--- config.mk ---
export PLATFORM = sky130hd
export DESIGN_NAME = vfpu_rsp_collector
export DESIGN_NICKNAME = d
export VERILOG_FILES = /design/src/rtl/vfpu_rsp_collector.sv
export SDC_FILE = /design/constraint.sdc
export NUM_CORES = 1
export LEC_CHECK = 0
export ABC_CLOCK_PERIOD_IN_PS = 7500
export CORE_MARGIN = 3
export CORE_UTILIZATION = 25
export CTS_CLUSTER_DIAMETER = 30
export CTS_CLUSTER_SIZE = 10
export DETAILED_ROUTE_END_ITERATION = 10
export GPL_ROUTABILITY_DRIVEN = 0
export PLACE_DENSITY = 0.39
export SLEW_MARGIN = 25
export SYNTH_ARGS = -nofsm -noshare
export SYNTH_HDL_FRONTEND = slang
export SYNTH_SLANG_ARGS = --single-unit
--- constraint.sdc ---
create_clock -name clk -period 7.5 [get_ports clk]
set_clock_uncertainty 0.05 [all_clocks]
set_input_delay 0.75 -clock clk [delete_from_list [all_inputs] [get_ports clk]]
set_output_delay 0.75 -clock clk [all_outputs]
set_load 0.03 [all_outputs]
--- src/rtl/vfpu_rsp_collector.sv ---
// Show-ahead response FIFO between the VFPU and the test program, with drop detection.
// Define VFPU_RSP_TIMESTAMP_EN to tag every entry with a 16-bit capture cycle (rsp_ts).
module vfpu_rsp_collector #(
  parameter int DATA_W = 32,
  parameter int DEPTH  = 8,
  parameter int FLAG_W = 5
) (
  input  logic                   clk,
  input  logic                   rst_n,
  input  logic                   res_vld,
  input  logic [DATA_W-1:0]      res_data,
  input  logic [FLAG_W-1:0]      res_flag,
  output logic                   rsp_vld,
  input  logic                   rsp_rdy,
  output logic [DATA_W-1:0]      rsp_data,
  output logic [FLAG_W-1:0]      rsp_flag,
  output logic [7:0]             rsp_seq,
`ifdef VFPU_RSP_TIMESTAMP_EN
  output logic [15:0]            rsp_ts,
`endif
  output logic [$clog2(DEPTH):0] cnt,
  output logic                   ovf,
  input  logic                   ovf_clr
);

  localparam int AW = $clog2(DEPTH);
  localparam int CW = AW + 1;
  localparam logic [CW-1:0] FULL = CW'(DEPTH);

  typedef struct packed {
    logic [DATA_W-1:0] data;
    logic [FLAG_W-1:0] flag;
    logic [7:0]        seq;
`ifdef VFPU_RSP_TIMESTAMP_EN
    logic [15:0]       ts;
`endif
  } ent_t;

  ent_t          mem [DEPTH];
  ent_t          wr_ent;
  ent_t          head;
  logic [AW-1:0] wr_ptr;
  logic [AW-1:0] rd_ptr;
  logic [7:0]    seq_cnt;
  logic          full;
  logic          push;
  logic          pop;
  logic          drop;
`ifdef VFPU_RSP_TIMESTAMP_EN
  logic [15:0]   ts_cnt;
`endif

  assign full = (cnt == FULL);
  assign rsp_vld = rst_n && (cnt != '0);
  assign pop  = rsp_vld && rsp_rdy;
  // A pop in the same cycle frees the slot, so a full FIFO still accepts.
  assign push = rst_n && res_vld && (!full || pop);
  assign drop = rst_n && res_vld && full && !pop;

  always_comb begin
    wr_ent      = '0;
    wr_ent.data = res_data;
    wr_ent.flag = res_flag;
    wr_ent.seq  = seq_cnt;
`ifdef VFPU_RSP_TIMESTAMP_EN
    wr_ent.ts   = ts_cnt;
`endif
  end

  always_ff @(posedge clk) begin
    if (push) mem[wr_ptr] <= wr_ent;
  end

  always_ff @(posedge clk) begin
    if (!rst_n) begin
      wr_ptr  <= '0;
      rd_ptr  <= '0;
      cnt     <= '0;
      seq_cnt <= '0;
      ovf     <= 1'b0;
    end else begin
      if (push) wr_ptr <= wr_ptr + AW'(1);
      if (pop)  rd_ptr <= rd_ptr + AW'(1);
      if (push && !pop)      cnt <= cnt + CW'(1);
      else if (pop && !push) cnt <= cnt - CW'(1);
      if (res_vld) seq_cnt <= seq_cnt + 8'd1;
      if (drop)         ovf <= 1'b1;
      else if (ovf_clr) ovf <= 1'b0;
    end
  end

`ifdef VFPU_RSP_TIMESTAMP_EN
  always_ff @(posedge clk) begin
    if (!rst_n) ts_cnt <= '0;
    else        ts_cnt <= ts_cnt + 16'd1;
  end
`endif

  // Empty or in reset the head fields read zero rather than stale storage.
  assign head     = rsp_vld ? mem[rd_ptr] : '0;
  assign rsp_data = head.data;
  assign rsp_flag = head.flag;
  assign rsp_seq  = head.seq;
`ifdef VFPU_RSP_TIMESTAMP_EN
  assign rsp_ts   = head.ts;
`endif

endmodule

Word level (Yosys, flattened, before mapping)
Memories as Yosys holds them, arrays and structs flattened. A register that Yosys moved wholly into a read port is not among the register bits.
Cells that the tools add are included.
{"block": "totals", "reg_bits": 19, "ram_bits": 360, "in_bits": 42, "output_inout_bits": 51, "wordCells": 36, "mem_count": 1}
{"block": "classes", "add_sub_neg": 5, "eq_ne": 1, "mux": 9, "n_reduce_logical": 15}
{"memory": "mem", "words": 8, "width": 45, "read_ports": 1, "rd_ports_with_merged_regs": 1, "write_ports": 1, "line_no": "39", "source": "ent_t mem [DEPTH];"}
{"op": "two-way mux 45 bit", "n": 1}
{"op": "adder 8 x 1 -> 8 bit (second input constant)", "n": 1}
{"op": "logical AND 1 bit", "n": 8}
{"op": "two-way mux 4 bit", "n": 2}
{"op": "adder 3 x 1 -> 3 bit (second input constant)", "n": 2}
{"op": "two-way mux 3 bit", "n": 2}
{"op": "adder 4 x 1 -> 4 bit (second input constant)", "n": 1}
{"op": "== test 4 bit (second input constant)", "n": 1}
{"op": "two-way mux 1 bit", "n": 4}
{"op": "nonzero test 2 bit", "n": 2}
{"op": "nonzero test 4 bit", "n": 1}
{"op": "subtractor 4 x 1 -> 4 bit (second input constant)", "n": 1}
{"op": "zero test 1 bit", "n": 3}
{"op": "logical OR 1 bit", "n": 1}

Depth between registers and ports, before layout
Gate-level depths: netlist of run 1.
{"block": "depth", "ltp_word": 9, "depth_mapped": 12, "mapped_depth_nobuf": 11}

Worst setup path after synthesis of run 1
Ideal clock, no wire load.
{"block": "synth_path", "path_type": "input port to flip-flop", "startpoint": "in res_vld", "endpoint": "mem mem[0][0] in the netlist's numbering (enable)", "setup_time_ps": 559, "arrival_ps": 5443, "t_required_ps": 6891, "slack_ps": 1447, "stages": 3, "n_path_buf": 1, "cell_sequence": "buf_2 > o21ai_1 > nor4_1"}
{"block": "synth_between", "elab_chain_cells": 4}
{"item": "start, declared", "line_no": "10", "source": "input logic res_vld,"}
{"item": "logical AND 1 bit (2 in series)", "line_no": "57", "source": "assign push = rst_n && res_vld && (!full || pop);"}
{"item": "two-way mux 1 bit", "line_no": "71", "source": "if (push) mem[wr_ptr] <= wr_ent;"}
{"item": "two-way mux 1 bit (implied by the code)", "line_no": "71"}
{"item": "end, declared", "line_no": "39"}
Every way passes these cells.

==> metrics, run 1 <==
share of the yosys chip area belonging to registers=0.769; Post-CTS Resized=0; Total GRT Usage=0.114; Routed Antenna Nets=0; Synth-to-Final Area Change=31.5%; final core occ=0.333; commonest non-fill, non-tap cell in the layout=edfxtp_1; setup TNS=0 ns; Top FF cell, synth=edfxtp_1; crit share post-route=0.589; final WL=between 30,000 and 40,000 um; commonest cells after routing, fill and taps aside=360 x edfxtp_1, 92 x clkdlybuf4s50_1, 90 x mux4_2; CP max FO=53; DP Area=16,500 um2; routed vias/inst=approximately 4.2; drt wl/cell=roughly 20 um; overflow left after global routing=0; max cap viols=0; setup ws final=3.08 ns; Slew HR=0.379; Seq cells post-synth=about 380; Hold Fails Final Rpt=0; Starting Density=0.253; Initial DRC Count=between 300 and 400; Hold Worst Slack=approximately 0.4 ns; residual DRC count=0; Hold/Removal Path Class=flop to flop; highest clock rate=between 200 and 250 MHz; fin area=between 15,000 and 20,000 um2; Flop pwr share=0.342; synthesized cell area=about 15,000 um2; cells after synthesis=just under 700; I/O Buffers=a little over 90; Final min period=about 4.4 ns; share of power burned in combinational logic=0.189; type of origin of the critical path=flop; core area=slightly below 60,000 um2; register area=~11,000 um2; die area=between 60,000 and 70,000 um2; FILL cells=around 5,500; Post-synth EDFFs=360; Slew Limit Fails=0; # IOs=between 90 and 100; outcome=finished, final reports clean; crit path capture type=output port; RSZ-0062 raised after global routing=no; die height=about 250 um; layout cells sized above 1=0.270; CTS tree=done; multi-input combinational cell area=roughly 3300 um2; Longest Clk Path Bufs=3; initial antenna violation count=1; Clock power frac=0.470; Pint=approximately 5.4 mW; Post-CTS Repair Setup Buffers=0; WP data required=approximately 6.7 ns; Layout Nets=a little under 900; largest net degree at the start of global routing=between 70 and 80; drt first pass iters=4; Worst-Margin Slew=0.931 ns; Hold-fix buffers, CTS=0; Peak supply drop=0.269 mV; vias in the first global route=between 7,000 and 8,000; Worst-path clk slew=~0.04 ns; first-pass GRT wire length=~51,000 um; post-synth cell types=34; DP HPWL=around 17,000 um; Power per Cell Area=between 300 and 400 nW/um2; Ys Warns=0; via count=just over 7,000; syn avg cell area=~21 um2; TritonCTS Buffers=80; final setup vio count=0; Die W=between 200 and 250 um; Sink Count=382; number of cell rows=between 80 and 90; syn nets=~740; asr flop ratio synth=0; switching power total=a little under 2 mW; CTS root buffer=clkbuf_16; WS Path Type=flop to output port; crit path DAT=about 3.6 ns; H-tree depth=3; pre-CTS WS=3.31 ns; P_leak=slightly above 6 nW; switching part of the total=0.268; Clk Latency, worst-skew pair=approximately 0.58 ns
-- cells in the mapped netlist (all sizes together), types with 3 or more instances --
| library cell | count | share of area |
|---|---|---|
| a21oi | 6 | 0.0021 |
| nand3 | 3 | 0.0010 |
| nand4 | 3 | 0.0013 |
| clkbuf | 11 | 0.0028 |
| xor2 | 6 | 0.0036 |
| nand2 | 11 | 0.0028 |
| ha | 6 | 0.0051 |
| buf | 23 | 0.0073 |
| nor3 | 4 | 0.0014 |
| mux4 | 90 | 0.14 |
| o21ai | 4 | 0.0021 |
| or3 | 3 | 0.0013 |
| inv | 3 | 0.00077 |
| nor2 | 63 | 0.016 |
| edfxtp | 360 | 0.74 |
| xnor2 | 3 | 0.0018 |
| dfxtp | 22 | 0.030 |
| mux2i | 51 | 0.035 |
-- final cells by class --
| cell class | instances | share of cell area |
|---|---|---|
| diodes | 2 | 0.000260 |
| clock buffers | 87 | 0.107 |
| clock inverters | 60 | 0.0338 |
| inverters | 3 | 0.000585 |
| multi-input cells | 268 | 0.170 |
| flip-flops and latches | 382 | 0.586 |
| well taps | 765 | 0.0498 |
| repair buffers | 105 | 0.0536 |
-- kinds of logic (layout without fill, tap and decap cells) --
family / after synthesis / count (layout) / synth area share
xor gates and xnor gates: 9 / 9 / 0.00539
muxes: 141 / 141 / 0.173
DFF: 382 / 382 / 0.769
adders and majority gates: 7 / 7 / 0.00650
and+or+nand+nor: 95 / 95 / 0.0275
AOI/OAI and AO/OA: 16 / 16 / 0.00744
other: 0 / 2 / 0
buffers and inverters: 37 / 255 / 0.0109
-- state kept, by name, indices dropped and copies added, names as in the netlist, named ones only --
register	flops
wr_ptr	3
rd_ptr	3
seq_cnt	8
cnt	4
ovf	1
mem	360
-- through the flow --
stage	instances	power [mW]
2_1_floorplan	687	3.49
5_1_grt	1670	7.73
4_1_cts	1670	7.53
3_5_place_dp	1523	4.01
3_3_place_gp	1523	4.01
6_report	1672	7.37
-- final timing paths --
| kind | cells past startpoint | slack, ns | end | startpoint |
|---|---|---|---|---|
| worst min register to register | 1 | 0.40 | flop | rd_ptr[2] |
| worst max-delay path | 5 | 3.08 | rsp_data[13] | flop |
| worst max register to register | 12 | 4.21 | cnt[3] | cnt[0] |
| worst min-delay path | 1 | 0.40 | flop | rd_ptr[2] |
-- per-layer routing --
metal | vias to the layer above | global-route usage | wire [um]
met5 | - | 0 | 11
met4 | 2 | 0.0499 | 856
met3 | 72 | 0.0303 | 1720
met2 | 145 | 0.183 | 16400
met1 | 3695 | 0.146 | 15000
li1 | 3152 | - | -
-- power by group through the flow --
| stage | combinational (mW) | clock [mW] | sequential (mW) |
|---|---|---|---|
| 2_1_floorplan | 0.979 | 0 | 2.52 |
| 3_3_place_gp | 1.44 | 0 | 2.57 |
| 3_5_place_dp | 1.44 | 0 | 2.57 |
| 4_1_cts | 1.45 | 3.56 | 2.53 |
| 5_1_grt | 1.52 | 3.67 | 2.53 |
| 6_report | 1.39 | 3.46 | 2.52 |
-- worst max-delay path: stages, from the launching register on --
cell and delay, ns:
dfxtp_4 0.93, buf_4 0.65, mux4_2 0.40, mux2i_1 0.31, nor2_1 0.08, clkdlybuf4s50_1 0.62
(Power assumes the default switching activity.)
==> inputs of run 2 (changes only) <==
ABC_CLOCK_PERIOD_IN_PS = 3700   (was 7500)
PLACE_DENSITY = 0.41   (was 0.39)
clock period = 3.7 ns   (was 7.5 ns; I/O delays follow)
==> run 2 against run 1 <==
Effect of this change:
- first-iteration DRC count decreased by 22%
- sequential power rose by 100%
- hold slack better by 0.011 ns
- register-to-register slack lost 3.3 ns
- non-clock buffer count grew 12
- wire length barely moved
- utilization rose by 1.0 points
- via count grew 2.0%
- global-route usage about the same
- total power grew 110%
- die area stayed put
- cell area grew 3.1%
- largest power group unchanged
==> metrics, run 2 (synthesis results as in run 1) <==
outcome=finished, final reports clean; die area=61,500 um2 (unchanged); final WL=33,900 um (about the same); Largest register FFs=360 (unchanged); multi-input combinational cell area=3300 um2 (+0.92%); met2 usage=0.186 (+0.00368); Layout Nets=912 (+2.6%); die height=248 um (unchanged); Initial DRC Count=295 (-22%); CTS tree=done; Longest Clk Path Bufs=3 (unchanged); switching power total=4.08 mW (+110%); routed vias/inst=4.23 (+0.12%); number of cell rows=88 (unchanged); commonest cells after routing, fill and taps aside=360 x edfxtp_1, 93 x clkbuf_16, 92 x clkdlybuf4s50_1; crit share post-route=0.921; Crit Reg-Reg Startpoint=cnt[0]; Total GRT Usage=0.114 (-0.000200); highest clock rate=293 MHz; FILL cells=5,433 (-0.80%); TritonCTS Buffers=91 (+14%); CP max FO=22 (-58%); CP max stage delay=0.60 ns (-0.33 ns); core area=57,800 um2 (unchanged); Pint=11.8 mW (+120%); Hold Fails Final Rpt=0 (unchanged); Peak supply drop=0.341 mV (+26%); CP Cell Sequence=buf_12 -> buf_4 -> mux4_2 -> mux2i_1 -> nor2_1 -> clkdlybuf4s50_1; Hold-fix buffers, CTS=0 (unchanged); r2r worst-path depth=11 (-1); overflow left after global routing=0 (unchanged); # IOs=93 (unchanged); GRT Max-Usage Layer=met2; Flop pwr share=0.319 (-0.023); setup TNS=0 ns (unchanged); vias in the first global route=8,039 (+2.6%); Sink Count=382 (unchanged); Largest regs=mem: 360 flops, seq_cnt: 8 flops, cnt: 4 flops; Reg-to-Reg End=cnt[3]; WP data required=3.28 ns (-3.42 ns); total power=15.8 mW (+110%); Power per Cell Area=798 nW/um2 (+110%); Crit path max-delay family=buffers and inverters; register area=11,300 um2 (unchanged); commonest non-fill, non-tap cell in the layout=edfxtp_1; Hold/Removal Path Class=input port to flop; Starting Density=0.253 (unchanged); switching part of the total=0.257 (-0.0107); first-pass GRT wire length=51,300 um (+1.4%); share of power burned in combinational logic=0.188 (about the same); WS Path Type=flop to output port; Die W=248 um (unchanged); Final min period=between 3 and 4 ns; WP buf/inv=3 (+1); crit path to=rsp_data[2]; RSZ-0062 raised after global routing=no; GR Layer Usage met1=0.144 (-0.00237); Worst-path clk slew=0.04 ns (about the same); Synth-to-Final Area Change=35.6%; P_leak=6.32 nW (+4.8%); Ant. Diodes=0 (-2); Post-CTS Resized=0 (unchanged); type of origin of the critical path=flop; Slew Limit Fails=0 (unchanged); Routed Antenna Nets=0 (unchanged); H-tree depth=3 (unchanged); I/O Buffers=92 (unchanged); layout cells sized above 1=0.285 (+0.0158); residual DRC count=0 (unchanged); crit path DAT=2.99 ns (-0.63 ns); Post-CTS Repair Setup Buffers=0 (unchanged); via count=7,210 (+2.0%); met3 usage=0.0304 (+0.000108); Slew HR=0.646 (+0.266); CTS root buffer=clkbuf_16; register-to-register setup slack=0.96 ns (-3.25 ns); Clk Latency, worst-skew pair=0.59 ns (about the same); DP HPWL=17,600 um (+3.1%); largest net degree at the start of global routing=46 (-40%); Worst-Margin Slew=0.530 ns (-0.401 ns); Clock power frac=0.493 (+0.023); final setup vio count=0 (unchanged); crit path max-delay cell type=clkdlybuf4s50_1; Reg with most FFs=mem; max cap viols=0 (unchanged); crit path capture type=output port; initial antenna violation count=1 (unchanged); drt wl/cell=19.9 um (-1.9%); drt first pass iters=4 (unchanged); WP depth=6 (+1)
==> run 2: changes by cell type in the layout (fill, tap and decap cells not counted), moves of 3 or more <==
cell / change
bufinv_16: +3
clkbuf_16: +12
clkbuf_1: +12
buf_12: +10
inv_6: -6
clkinvlp_4: -5
clkinv_2: +9
==> run 2: worst min path at each step <==
stage,slack (ns),cells past startpoint,to,startpoint
floorplan,0.38,1,flop,rd_ptr[2]
global placement,0.42,1,flop,rd_ptr[2]
detailed placement,0.41,1,flop,rd_ptr[2]
CTS,0.38,4,ovf,ovf_clr
global route,0.43,4,ovf,ovf_clr
finish,0.41,4,ovf,ovf_clr
==> run 2: power by group through the flow <==
stage | Clock (mW) | Combinational (mW) | Sequential (mW)
final | 7.81 | 2.98 | 5.05
after detailed placement | 0 | 3.08 | 5.13
after global routing | 8.26 | 3.26 | 5.07
after CTS | 8.00 | 3.09 | 5.05
after global placement | 0 | 3.09 | 5.13
after floorplan | 0 | 1.99 | 5.09
==> run 2: through the flow <==
stage	hold slack, ns	setup slack, ns	utilization	area (um2)	cells
2_1_floorplan	0.377	-1.07	-	14700	687
3_3_place_gp	0.421	0.697	0.290	16800	1535
3_5_place_dp	0.409	0.665	0.290	16800	1535
4_1_cts	0.376	0.141	0.343	19800	1704
5_1_grt	0.431	0.0719	0.343	19800	1704
6_report	0.409	0.292	0.343	19800	1704
==> run 2: final cells by class <==
| cell class | instances | share of cell area |
|---|---|---|
| Clock buffer | 111 | 0.121 |
| Timing Repair Buffer | 117 | 0.0628 |
| Inverter | 3 | 0.000568 |
| Tap cell | 765 | 0.0482 |
| Sequential cell | 382 | 0.568 |
| Multi-Input combinational cell | 268 | 0.166 |
| Clock inverter | 58 | 0.0336 |
==> run 2: worst reg2reg max path, stage by stage (launching register included) <==
cell      delay, ns
dfxtp_1        0.36
or3_1          0.52
o21ai_4        0.21
inv_2          0.07
nand2_1        0.16
ha_1           0.20
inv_1          0.09
ha_1           0.33
a21oi_1        0.19
a211oi_1       0.10
a31oi_1        0.19
mux2i_1        0.20
==> run 2: per-layer routing <==
metal / routed length, um / vias up
li1: - / 3214
met1: 15000 / 3799
met2: 16700 / 142
met3: 1490 / 53
met4: 712 / 2
met5: 12 / -
==> inputs of run 3 (changes only) <==
REMOVE_ABC_BUFFERS = 1   (was default)
==> run 3 against run 2 <==
Effect of this change:
- combinational power increased by 4%
- utilization about the same
- first-iteration DRC count up 22%
- sequential share of layout area decreased by 0.079 points
- cell area rose by 0.14%
- non-clock buffer count grew 2
- maximum frequency is 0.84% higher
- total power rose by 0.16%
==> metrics, run 3 (synthesis results as in run 1) <==
I/O Buffers=92 (unchanged); routed vias/inst=4.21 (-0.52%); Peak supply drop=0.305 mV (-10%); Hold Path Depth=4 (unchanged); initial antenna violation count=1 (unchanged); r2r worst-path depth=13 (+2); final setup vio count=0 (unchanged); # IOs=93 (unchanged); overflow left after global routing=0 (unchanged); Total GRT Usage=0.116 (+0.00224); Clock power frac=0.488 (-0.005); max cap viols=0 (unchanged); Flop pwr share=0.316 (-0.003); setup ws final=0.321 ns (+0.0285 ns); highest clock rate=296 MHz (+0.84%); commonest cells after routing, fill and taps aside=360 x edfxtp_1, 96 x clkbuf_16, 92 x clkdlybuf4s50_1; RSZ-0062 raised after global routing=no; Largest regs=mem: 360 flops, seq_cnt: 8 flops, cnt: 4 flops; commonest non-fill, non-tap cell in the layout=edfxtp_1; Reg-to-Reg End=cnt[3]; Hold Startpoint=ovf_clr; Pint=11.7 mW (-0.55%); Hold/Removal Path Class=input port to flop; Die W=248 um (unchanged); outcome=finished, final reports clean; switching part of the total=0.263 (+0.00527); Critical path origin=cnt[0]; hold worst-path end=ovf; Reg with most FFs=mem; register-to-register setup slack=0.74 ns (-0.22 ns); crit share post-route=0.913 (-0.00771); share of power burned in combinational logic=0.196 (+0.008); layout cells sized above 1=0.296 (+0.0103); Layout Nets=916 (+0.44%); die height=248 um (unchanged); Power per Cell Area=799 nW/um2 (about the same); Final min period=3.38 ns (-0.0285 ns); vias in the first global route=7,985 (-0.67%); Routed Antenna Nets=0 (unchanged); Clk Latency, worst-skew pair=0.60 ns (about the same); drt wl/cell=20.3 um (+2.0%); number of cell rows=88 (unchanged); TritonCTS Buffers=93 (+2.2%); Worst-Margin Slew=0.746 ns (+0.216 ns); largest net degree at the start of global routing=51 (+11%); die area=61,500 um2 (unchanged); Longest Clk Path Bufs=3 (unchanged); type of origin of the critical path=flop; residual DRC count=0 (unchanged); Hold Fails Final Rpt=0 (unchanged); Cells after DPL=1,529 (-0.39%); crit path DAT=2.96 ns (-0.03 ns); drt first pass iters=4 (unchanged); Largest register FFs=360 (unchanged); Post-CTS Resized=0 (unchanged); CP max FO=28 (+27%); switching power total=4.17 mW (+2.2%); Ant. Diodes=0 (unchanged); Sink Count=382 (unchanged); first-pass GRT wire length=51,500 um (+0.43%); crit path capture type=output port; CTS root buffer=clkbuf_16; total power=15.9 mW (+0.16%); Crit Reg-Reg Startpoint=cnt[0]; core area=57,800 um2 (unchanged); setup TNS=0 ns (unchanged); Slew Limit Fails=0 (unchanged); Synth-to-Final Area Change=35.8%; Starting Density=0.253 (unchanged); DP HPWL=16,700 um (-5.2%); via count=7,177 (-0.46%); Finished Layout Cells=1,705 (+0.059%); final WL=34,600 um (+2.1%); P_leak=6.33 nW (+0.10%); Slew HR=0.503 (-0.143); pre-CTS WS=0.258 ns (-0.407 ns); Hold Worst Slack=0.401 ns (-0.00841 ns); H-tree depth=3 (unchanged); Hold-fix buffers, CTS=0 (unchanged); WS Path Type=flop to output port; Initial DRC Count=360 (+22%); CTS tree=done; Worst-path clk slew=0.05 ns (about the same); WP data required=3.28 ns (about the same)
run 3: worst max-delay path by stage:
| stage | end | slack (ns) | cells after the start |
|---|---|---|---|
| 2_1_floorplan | mem[0][0] | -2.29 | 3 |
| 3_3_place_gp | rsp_seq[4] | 0.34 | 5 |
| 3_5_place_dp | rsp_seq[4] | 0.26 | 5 |
| 4_1_cts | rsp_seq[7] | 0.06 | 5 |
| 5_1_grt | rsp_seq[4] | 0.15 | 6 |
| 6_report | rsp_seq[4] | 0.32 | 6 |
run 3: final cells by class:
class / count / area (um2)
multi-input cells: 268 / 3270
clock buffers: 108 / 2460
repair buffers: 119 / 1300
flip-flops and latches: 382 / 11300
well taps: 765 / 957
fillers: 5425 / 37900
clock inverters: 60 / 609
inverters: 3 / 11.3
run 3: stage by stage:
step / instance area [um2] / utilization
global route: 19900 / 0.344
CTS: 19800 / 0.343
detailed placement: 16700 / 0.289
finish: 19900 / 0.344
floorplan: 14500 / -
global placement: 16700 / 0.289
run 3: what timing repair did:
action | in CTS | in global routing
setup endpoints to repair | 30 | 1
endpoints found under the hold margin | 0 | 0
setup buffers | 3 | 5
pin swaps | 1 | 0
run 3: metal layers:
layer | up-vias | share of wire | track usage
li1 | 3215 | - | -
met1 | 3756 | 0.46 | 0.154
met2 | 150 | 0.48 | 0.183
met3 | 56 | 0.042 | 0.0264
met4 | 0 | 0.021 | 0.0498
met5 | - | 0 | 0
run 3: worst max-delay path, cell delays in order (launching register included):
cell and delay (ns):
dfxtp_1 0.36, or3_1 0.50, o21ai_4 0.20, buf_12 0.14
buf_4 0.36, nor2_1 0.16, clkdlybuf4s50_1 0.62
run 3: power by group through the flow:
stage	Clock (mW)	Combinational, mW	Sequential (mW)
5_1_grt	8.19	3.38	5.04
6_report	7.74	3.10	5.02
4_1_cts	7.93	3.14	5.07
2_1_floorplan	0	1.79	5.36
3_3_place_gp	0	3.07	5.14
3_5_place_dp	0	3.07	5.14
